--- src/rtl/gtf_common_qpll_seq.sv ---
// Power-up / reset / lock sequencer for NUM_PLL QPLLs in the GTF common DRP clock domain.
// Ports: gtf_cm_drpclk/gtf_cm_rstn clock and async reset; seq_start level run enable;
//   qpll_lock_in/qpll_refclklost_in raw async status; qpll_pd_out/qpll_reset_out to the QPLL;
//   qpll_locked, qpll_fail (sticky), qpll_lost_pulse, qpll_retry_cnt (4 bits per PLL), all_locked.
module gtf_common_qpll_seq #(
    parameter int                 NUM_PLL            = 2,
    parameter logic [NUM_PLL-1:0] PLL_EN             = {NUM_PLL{1'b1}},
    parameter int                 PD_CYCLES          = 64,
    parameter int                 RESET_CYCLES       = 128,
    parameter int                 LOCK_TIMEOUT       = 250000,
    parameter int                 LOCK_STABLE_CYCLES = 1024,
    parameter int                 MAX_RETRY          = 3
) (
    input  logic                   gtf_cm_drpclk,
    input  logic                   gtf_cm_rstn,
    input  logic                   seq_start,
    input  logic [NUM_PLL-1:0]     qpll_lock_in,
    input  logic [NUM_PLL-1:0]     qpll_refclklost_in,
    output logic [NUM_PLL-1:0]     qpll_pd_out,
    output logic [NUM_PLL-1:0]     qpll_reset_out,
    output logic [NUM_PLL-1:0]     qpll_locked,
    output logic [NUM_PLL-1:0]     qpll_fail,
    output logic [NUM_PLL-1:0]     qpll_lost_pulse,
    output logic [4*NUM_PLL-1:0]   qpll_retry_cnt,
    output logic                   all_locked
);

    localparam int CNT_MAX = (PD_CYCLES > RESET_CYCLES) ? PD_CYCLES : RESET_CYCLES;
    localparam int CNT_W   = $clog2(CNT_MAX + 1);
    localparam int TMO_W   = $clog2(LOCK_TIMEOUT + 1);
    localparam int STB_W   = $clog2(LOCK_STABLE_CYCLES + 1);

    localparam logic [CNT_W-1:0] PD_LAST  = CNT_W'(PD_CYCLES - 1);
    localparam logic [CNT_W-1:0] RST_LAST = CNT_W'(RESET_CYCLES - 1);
    localparam logic [TMO_W-1:0] TMO_LAST = TMO_W'(LOCK_TIMEOUT - 1);
    // The lock sample that moves WAIT_LOCK to STABLE is the first of the run,
    // so STABLE needs LOCK_STABLE_CYCLES-1 further lock samples.
    localparam logic [STB_W-1:0] STB_LAST =
        STB_W'((LOCK_STABLE_CYCLES >= 2) ? LOCK_STABLE_CYCLES - 2 : 0);
    localparam logic [3:0]       RETRY_MAX = 4'(MAX_RETRY);

    typedef enum logic [2:0] {
        S_IDLE, S_PD, S_RST, S_WAIT, S_STABLE, S_LOCKED, S_FAIL
    } state_t;

    logic [NUM_PLL-1:0] lk_meta, lk, rl_meta, rl;

    always_ff @(posedge gtf_cm_drpclk or negedge gtf_cm_rstn) begin
        if (!gtf_cm_rstn) begin
            lk_meta <= '0;
            lk      <= '0;
            rl_meta <= '0;
            rl      <= '0;
        end else begin
            lk_meta <= qpll_lock_in;
            lk      <= lk_meta;
            rl_meta <= qpll_refclklost_in;
            rl      <= rl_meta;
        end
    end

    for (genvar i = 0; i < NUM_PLL; i++) begin : g_pll
        state_t           state;
        logic [CNT_W-1:0] cnt;
        logic [TMO_W-1:0] tmo;
        logic [STB_W-1:0] stab;
        logic [3:0]       retry;
        logic             pd, rst, locked, fail, lost;
        logic             at_max;
        logic [3:0]       retry_inc;
        state_t           retry_state;

        assign at_max      = (retry == RETRY_MAX);
        assign retry_inc   = (retry == 4'hF) ? retry : retry + 4'd1;
        assign retry_state = at_max ? S_FAIL : S_PD;

        always_ff @(posedge gtf_cm_drpclk or negedge gtf_cm_rstn) begin
            if (!gtf_cm_rstn) begin
                state  <= S_IDLE;
                cnt    <= '0;
                tmo    <= '0;
                stab   <= '0;
                retry  <= '0;
                pd     <= 1'b1;
                rst    <= 1'b1;
                locked <= 1'b0;
                fail   <= 1'b0;
                lost   <= 1'b0;
            end else begin
                lost <= 1'b0;
                if (!seq_start) begin
                    state  <= S_IDLE;
                    pd     <= 1'b1;
                    rst    <= 1'b1;
                    locked <= 1'b0;
                    fail   <= 1'b0;
                    retry  <= '0;
                    cnt    <= '0;
                end else begin
                    unique case (state)
                        S_IDLE: begin
                            pd    <= 1'b1;
                            rst   <= 1'b1;
                            retry <= '0;
                            fail  <= 1'b0;
                            if (PLL_EN[i]) begin
                                state <= S_PD;
                                cnt   <= '0;
                            end
                        end
                        S_PD: begin
                            if (cnt == PD_LAST) begin
                                state <= S_RST;
                                pd    <= 1'b0;
                                cnt   <= '0;
                                tmo   <= '0;
                            end else begin
                                cnt <= cnt + CNT_W'(1);
                            end
                        end
                        S_RST: begin
                            // Refclk loss parks the count at zero until it recovers.
                            if (rl[i]) begin
                                cnt <= '0;
                                tmo <= '0;
                            end else if (cnt == RST_LAST) begin
                                state <= S_WAIT;
                                rst   <= 1'b0;
                            end else begin
                                cnt <= cnt + CNT_W'(1);
                            end
                        end
                        S_WAIT, S_STABLE: begin
                            if (rl[i]) begin
                                state <= S_RST;
                                pd    <= 1'b0;
                                rst   <= 1'b1;
                                cnt   <= '0;
                                tmo   <= '0;
                            end else if (tmo == TMO_LAST) begin
                                state <= retry_state;
                                fail  <= at_max;
                                retry <= at_max ? retry : retry_inc;
                                pd    <= 1'b1;
                                rst   <= 1'b1;
                                cnt   <= '0;
                            end else begin
                                tmo <= tmo + TMO_W'(1);
                                if (state == S_WAIT) begin
                                    if (lk[i]) begin
                                        state <= S_STABLE;
                                        stab  <= '0;
                                    end
                                end else if (!lk[i]) begin
                                    state <= S_WAIT;
                                end else if (stab >= STB_LAST) begin
                                    state  <= S_LOCKED;
                                    locked <= 1'b1;
                                    retry  <= '0;
                                end else begin
                                    stab <= stab + STB_W'(1);
                                end
                            end
                        end
                        S_LOCKED: begin
                            if (rl[i]) begin
                                lost   <= 1'b1;
                                locked <= 1'b0;
                                state  <= S_RST;
                                pd     <= 1'b0;
                                rst    <= 1'b1;
                                cnt    <= '0;
                                tmo    <= '0;
                            end else if (!lk[i]) begin
                                lost   <= 1'b1;
                                locked <= 1'b0;
                                state  <= retry_state;
                                fail   <= at_max;
                                retry  <= at_max ? retry : retry_inc;
                                pd     <= 1'b1;
                                rst    <= 1'b1;
                                cnt    <= '0;
                            end
                        end
                        S_FAIL: begin
                            pd   <= 1'b1;
                            rst  <= 1'b1;
                            fail <= 1'b1;
                        end
                        default: state <= S_IDLE;
                    endcase
                end
            end
        end

        assign qpll_pd_out[i]         = pd;
        assign qpll_reset_out[i]      = rst;
        assign qpll_locked[i]         = locked;
        assign qpll_fail[i]           = fail;
        assign qpll_lost_pulse[i]     = lost;
        assign qpll_retry_cnt[4*i +: 4] = retry;
    end

    assign all_locked = (PLL_EN != '0) && (&(qpll_locked | ~PLL_EN));

endmodule
--- config.mk ---
export PLATFORM = sky130hd
export DESIGN_NAME = gtf_common_qpll_seq
export DESIGN_NICKNAME = d
export VERILOG_FILES = /design/src/rtl/gtf_common_qpll_seq.sv
export SDC_FILE = /design/constraint.sdc
export NUM_CORES = 1
export LEC_CHECK = 0
export CORE_AREA = 2 2 139 141
export CTS_CLUSTER_DIAMETER = 80
export DETAILED_ROUTE_END_ITERATION = 10
export DIE_AREA = 0 0 141 143
export GPL_TIMING_DRIVEN = 0
export PLACE_DENSITY = 0.58
export SETUP_SLACK_MARGIN = 0.2
export SLEW_MARGIN = 20
export SYNTH_ARGS = -nofsm -noshare
export SYNTH_HDL_FRONTEND = slang
export SYNTH_SLANG_ARGS = --single-unit
export TNS_END_PERCENT = 1
--- constraint.sdc ---
create_clock -name gtf_cm_drpclk -period 6.15 [get_ports gtf_cm_drpclk]
set_input_delay 1.5375 -clock gtf_cm_drpclk [delete_from_list [all_inputs] [get_ports gtf_cm_drpclk]]
set_output_delay 1.5375 -clock gtf_cm_drpclk [all_outputs]
set_load 0.1 [all_outputs]
# ---- After elaboration in Yosys (flattened, before gate mapping)
# Cells that the tools add are included.
# Widths: inputs -> output; s select.
dict set report classes {
  add_sub_neg 8
  n_lt_le_gt_ge 2
  n_eq_ne 82
  mux 150
  bitwise 4
  reduce_logical 29
}
# op n
set op_table {}
lappend op_table {{$mux 18} 8}
lappend op_table {{$mux 8} 16}
lappend op_table {{$pmux 18 s3} 2}
lappend op_table {{$mux 11} 8}
lappend op_table {{$mux 4} 20}
lappend op_table {{$pmux 8 s5} 2}
lappend op_table {{$mux 3} 26}
lappend op_table {{$ne 3x3->1 const B} 24}
lappend op_table {{$mux 1} 56}
lappend op_table {{$ne 4x4->1 const B} 12}
lappend op_table {{$reduce_and 7->1} 6}
lappend op_table {{$add 18x1->18 const B} 2}
lappend op_table {{$eq 18x18->1 const B} 2}
lappend op_table {{$pmux 3 s6} 2}
lappend op_table {{$reduce_and 5->1} 6}
lappend op_table {{$pmux 1 s4} 6}
lappend op_table {{$pmux 4 s3} 2}
lappend op_table {{$add 11x1->11 const B} 2}
lappend op_table {{$ge 11x10->1 const B} 2}
lappend op_table {{$ne 5x2->1 const B} 4}
lappend op_table {{$eq 3x3->1 const B} 6}
lappend op_table {{$add 8x1->8 const B} 2}
lappend op_table {{$eq 8x6->1 const B} 2}
lappend op_table {{$eq 8x7->1 const B} 2}
lappend op_table {{other kinds (21)} 55}
dict set report word_totals {
  register_bits 106
  in_bits 7
  out_inout_bits 19
  elab_cells 299
}

# ---- Longest topological paths before layout
dict set report depth {
  ltp_word 8
  depth_mapped 9
  depth_no_buf 8
}

# ---- Worst setup path before layout
# OpenSTA, ideal clock, no wires.
dict set report synth_path {
  path_type {input port to flip-flop}
  from {input seq_start}
  to {register g_pll[1].tmo[16]}
  setup_ns 0.126
  arrival_ns 2.941
  required_ns 6.024
  setup_slack_ns 3.083
  cell_stages 5
  cell_sequence {buf_6 clkinv_1 a211oi_2 o21ai_1 a221o_1}
}
dict set report synth_via {
  elab_chain_len 1
}
# element line
set synth_rtl {}
lappend synth_rtl {{from (decl)} 16} ;# input logic seq_start,
lappend synth_rtl {{$reduce_and 5->1 (no line)} -}
lappend synth_rtl {{to (signal assigned)} 148} ;# tmo <= tmo + TMO_W'(1);
lappend synth_rtl {{to (decl)} 65} ;# logic [TMO_W-1:0] tmo;
# Every way passes these cells.
# A chain may end at the register's enable or synchronous reset.

# ---- Final worst setup path
# Same ends and word-level chain as after synthesis.

==> flow_results.org <==
** Synth
- Number of unique standard cell types used by synthesis :: between 70 and 80
- Yosys instantiated no cell more often than sky130_fd_sc_hd__dfrtp_1.
- Net count after synthesis :: between 700 and 800
- During synthesis, Yosys emitted a total of 0 warnings.
- In this run, synthesis inferred 0 flip-flops with an integrated enable.
- Most numerous cell types in the synthesized netlist :: sky130_fd_sc_hd__dfrtp_1, sky130_fd_sc_hd__o21ai_0, sky130_fd_sc_hd__nor2_1
- After technology mapping, the gate count stands at 740.
- Yosys top cell area share :: roughly 39%
- The synthesized design spends more area on one cell type than any other, namely sky130_fd_sc_hd__dfrtp_1.
- For this run, the register share of the synthesized area comes to about two fifths.
- Counting flops with an async set or reset pin after synthesis yields a share of 100%.
- The synthesized netlist occupies a cell area of ~6500 um2.
- In the synthesized netlist the dominant register cell turns out to be sky130_fd_sc_hd__dfrtp_1.
- Seq cells post-synth :: 106
- Top area cells in the synthesized netlist :: sky130_fd_sc_hd__dfrtp_1, sky130_fd_sc_hd__o21ai_0, sky130_fd_sc_hd__nor2_1, sky130_fd_sc_hd__nand2_1, sky130_fd_sc_hd__nand3_1
- Average footprint of a synthesized cell :: around 8.7 um2

** Cells and area
- Area growth from synthesis to layout :: 12.9%
- The finished layout holds 1016 standard cells, fillers aside.
- Area used by multi-input combinational logic :: roughly 3500 um2
- Sequential cell area :: 2660 um2
- Measured on the finished design, the core utilization comes to between 30% and 40%.
- Net count, final :: ~790
- Inserted Diodes :: 0
- Layout fillers :: 1849
- Share of layout cells above drive strength 1 :: 8.44%

** STA
- Fin. Hold Viols :: 0
- Post-layout min period :: approximately 4 ns
- Transition at the pin with the smallest max-transition slack :: between 0.9 and 1 ns
- Of the available clock period, the critical path in the final layout requires 65.3%.
- Max Clock Skew :: just under 0.008 ns
- Final count of negative-setup-slack endpoints :: 0
- Final Max Tran Viols :: 0
- Worst slew margin :: a little over a third
- Peak Freq :: 0.249 GHz
- Unrepaired setup endpoints after global routing :: no

** Floorplanning
- The die is about 140 um tall.
- The die covers slightly above 20000 um2.
- From left edge to right edge, the die measures roughly 140 um.
- Initial core utilization :: between 30% and 40%
- The initialized floorplan defines 50 standard-cell rows.
- The region available for standard cell placement spans 18600 um2.
- For this design the top-level I/O count stands at 26.

** Min path
- Cell depth of the worst min-delay path :: 0
- The worst hold path terminates at rl[1]$_DFF_PN0_.
- Critical hold path startpoint :: rl_meta[1]$_DFF_PN0_
- The path class of the tightest hold or removal check is flip-flop to flip-flop.

** Critical path
- STA puts the critical path data required time at ~6.4 ns.
- CP bufs+invs :: 3
- Kind of end point of the critical path :: flip-flop
- Reg2reg setup slack :: ~3.3 ns
- Top fanout value on the critical path :: 10
- Top cell family by delay on the critical path :: compound AO/OA/AOI/OAI gates
- Arrival time at the worst endpoint :: about 4.3 ns
- Count of cells along the worst register-to-register path :: 7
- The signal on the critical path passes through clkdlybuf4s50_1 -> buf_6 -> clkinv_1 -> a211oi_2 -> o21ai_1 -> a221o_1.
- STA classifies the critical path startpoint as an input port.
- Reg-to-reg critical path startpoint :: g_pll[1].cnt[0]$_DFFE_PN0P_
- Highest cell delay on the worst timing path :: approximately 0.76 ns
- The slowest stage of the critical path is the sky130_fd_sc_hd__a211oi_2 cell.
- The setup path with the least slack is of type input port to flip-flop.
- Endpoint of the most critical register-to-register path :: g_pll[1].tmo[16]$_DFFE_PN0P_

** Pwr
- The clock network accounts for 26.3% of the total power.
- Leakage power :: 0.00293 uW
- Cell Pwr Density :: between 200 and 300 nW/um2
- For this design the total switching power over the nets is 762 uW.
- Internal power contribution :: ~1300 uW
- IR analysis of the VDD net gives a maximum drop of about 150 uV.
- The share of total power dissipated in combinational logic is 32.8%.
- The design draws between 2000 and 2500 uW.
- Sequential cells burn between 40% and 50% of the power.
- Fraction of power spent switching nets :: a little under two fifths

** Global route
- The via count of the first global-routing pass was 5199.
- Overflow after GRT :: 0
- Total Routing Usage GR :: between 15 and 20%
- The first global-routing pass estimated roughly 26000 um of wire.
- The initial antenna violation count is 0.
- Largest net degree at the start of global routing :: slightly below 80

** Detailed routing
- In this run, the number of DRC markers left after iteration 0 of detailed routing was ~510.
- Via count :: approximately 5600
- Vias per inst :: about 5.5
- For this run, the detailed router's first-pass iteration total came to 5.
- The routed design has roughly 15000 um of wire.
- Remaining antenna violation count :: 0
- Dividing the detail-routed wire length by the instance count gives approximately 15 um.
- Final routed DRC violation total :: 0

** Clock network
- Clock root buffer :: sky130_fd_sc_hd__clkbuf_16
- Clock-pin slew was measured on the worst setup and hold paths at 0.07 ns.
- The longest clock path from root to sink contains 2 buffers.
- In this run, post-CTS hold repair placed 0 buffers.
- Post-CTS Repair Setup Buffers :: 0
- TritonCTS created 9 clock buffers.
- Sink Count :: around 110
- The H-tree was split into 3 levels.
- Clock tree from TritonCTS :: yes
- Post-CTS repair changed the size of 0 cells.
- The later pin in the worst-skew pair is clocked with a latency of roughly 0.36 ns.

** Place
- Final GP Congestion :: between 0.9 and 1
- In this run the tool buffered the top-level ports with 25 buffer cells.
- Post-placement cell count :: 1000
- Post-detailed-placement half-perimeter wirelength :: ~11000 um

** Run
- Number of maximum-capacitance violations :: 0

** Run status
- Run status :: complete, no violations
-- worst max-delay path by stage --
stage,from,to,cells past startpoint
after floorplan,seq_start,g_pll[1].tmo[16]$_DFFE_PN0P_,5
after global placement,gtf_cm_rstn,g_pll[1].tmo[6]$_DFFE_PN0P_,1
after detailed placement,seq_start,g_pll[1].tmo[16]$_DFFE_PN0P_,6
after CTS,seq_start,g_pll[1].tmo[16]$_DFFE_PN0P_,6
after global routing,seq_start,g_pll[1].tmo[16]$_DFFE_PN0P_,6
final,seq_start,g_pll[1].tmo[16]$_DFFE_PN0P_,6
-- worst reg2reg max path, stage by stage (launching register included) --
cell and delay [ns]:
sky130_fd_sc_hd__dfrtp_1 0.38, sky130_fd_sc_hd__ha_1 0.22, sky130_fd_sc_hd__nand3_1 0.16, sky130_fd_sc_hd__nor3_1 0.30
sky130_fd_sc_hd__a211oi_1 0.13, sky130_fd_sc_hd__a211oi_2 0.63, sky130_fd_sc_hd__o21ai_1 0.50, sky130_fd_sc_hd__a221o_1 0.46
-- stage by stage --
stage	area, um2	hold slack (ns)	TNS, ns	setup slack (ns)
after floorplan	6470	0.331	0	3.08
after global placement	7010	0.334	-71.16	-0.707
after detailed placement	7040	0.341	0	1.75
after CTS	7300	0.359	0	2.16
after global routing	7300	0.367	0	2.01
final	7300	0.357	0	2.13
-- kinds of logic (layout without fill, tap and decap cells) --
group                      after synthesis  count (layout)  share of synthesized area [%]
AOI/OAI and AO/OA                      221             221                           22.7
xor gates and xnor gates                14              14                           1.90
adders and majority gates               10              10                           1.93
buffers and inverters                   67             109                           5.22
DFF                                    106             106                           41.1
muxes                                    8               8                           1.32
and+or+nand+nor                        314             314                           25.8
-- per-layer routing --
| metal | vias to the layer above | global-route usage [%] | share of wire (%) |
|---|---|---|---|
| met5 | - | 0 | 0 |
| met4 | 0 | 5.37 | 1.9 |
| met3 | 24 | 3.45 | 4.1 |
| met2 | 120 | 25.5 | 46 |
| met1 | 2660 | 22.1 | 48 |
| li1 | 2820 | - | - |
-- cells in the final DEF, fill, tap and decap left out, types with 10 or more instances in the layout --
cell type	n
sky130_fd_sc_hd__o31ai_1	17
sky130_fd_sc_hd__nand2_1	63
sky130_fd_sc_hd__a21oi_1	26
sky130_fd_sc_hd__and2_1	14
sky130_fd_sc_hd__nor2_1	67
sky130_fd_sc_hd__nor2b_1	16
sky130_fd_sc_hd__clkbuf_1	20
sky130_fd_sc_hd__xnor2_1	13
sky130_fd_sc_hd__dfrtp_1	102
sky130_fd_sc_hd__a41oi_1	12
sky130_fd_sc_hd__nor3_1	17
sky130_fd_sc_hd__nand4_1	17
sky130_fd_sc_hd__ha_1	10
sky130_fd_sc_hd__and3_1	13
sky130_fd_sc_hd__inv_1	23
sky130_fd_sc_hd__nand2b_1	15
sky130_fd_sc_hd__nand3_1	41
sky130_fd_sc_hd__o21ai_0	76
sky130_fd_sc_hd__clkdlybuf4s50_1	24
sky130_fd_sc_hd__buf_4	10
sky130_fd_sc_hd__a21o_1	12
sky130_fd_sc_hd__a31oi_1	11
-- power groups by stage --
stage | sequential, uW | combinational [uW] | clock [uW]
CTS | 838 | 668 | 562
detailed placement | 851 | 666 | 0
floorplan | 836 | 504 | 0
finish | 838 | 672 | 539
global route | 851 | 747 | 592
global placement | 851 | 667 | 0
-- area by class of cell --
class / instances / area share, %
Clock inverter: 5 / 0.428
Tap cell: 234 / 4.01
Multi-Input combinational cell: 567 / 47.6
Sequential cell: 106 / 36.4
Timing Repair Buffer: 26 / 3.82
Clock buffer: 11 / 3.19
Buffer: 42 / 3.34
Inverter: 25 / 1.28
-- registers in the layout, indices dropped and copies added (netlist names) --
name and count:
g_pll.retry 8, rl_meta 2, g_pll.locked 2, g_pll.stab 22, rl 2, g_pll.tmo 36, lk 2, g_pll.state 6
g_pll.lost 2, g_pll.pd 2, g_pll.fail 2, g_pll.cnt 16, g_pll.rst 2, lk_meta 2
Note: power is estimated with default switching activity, not from simulation.
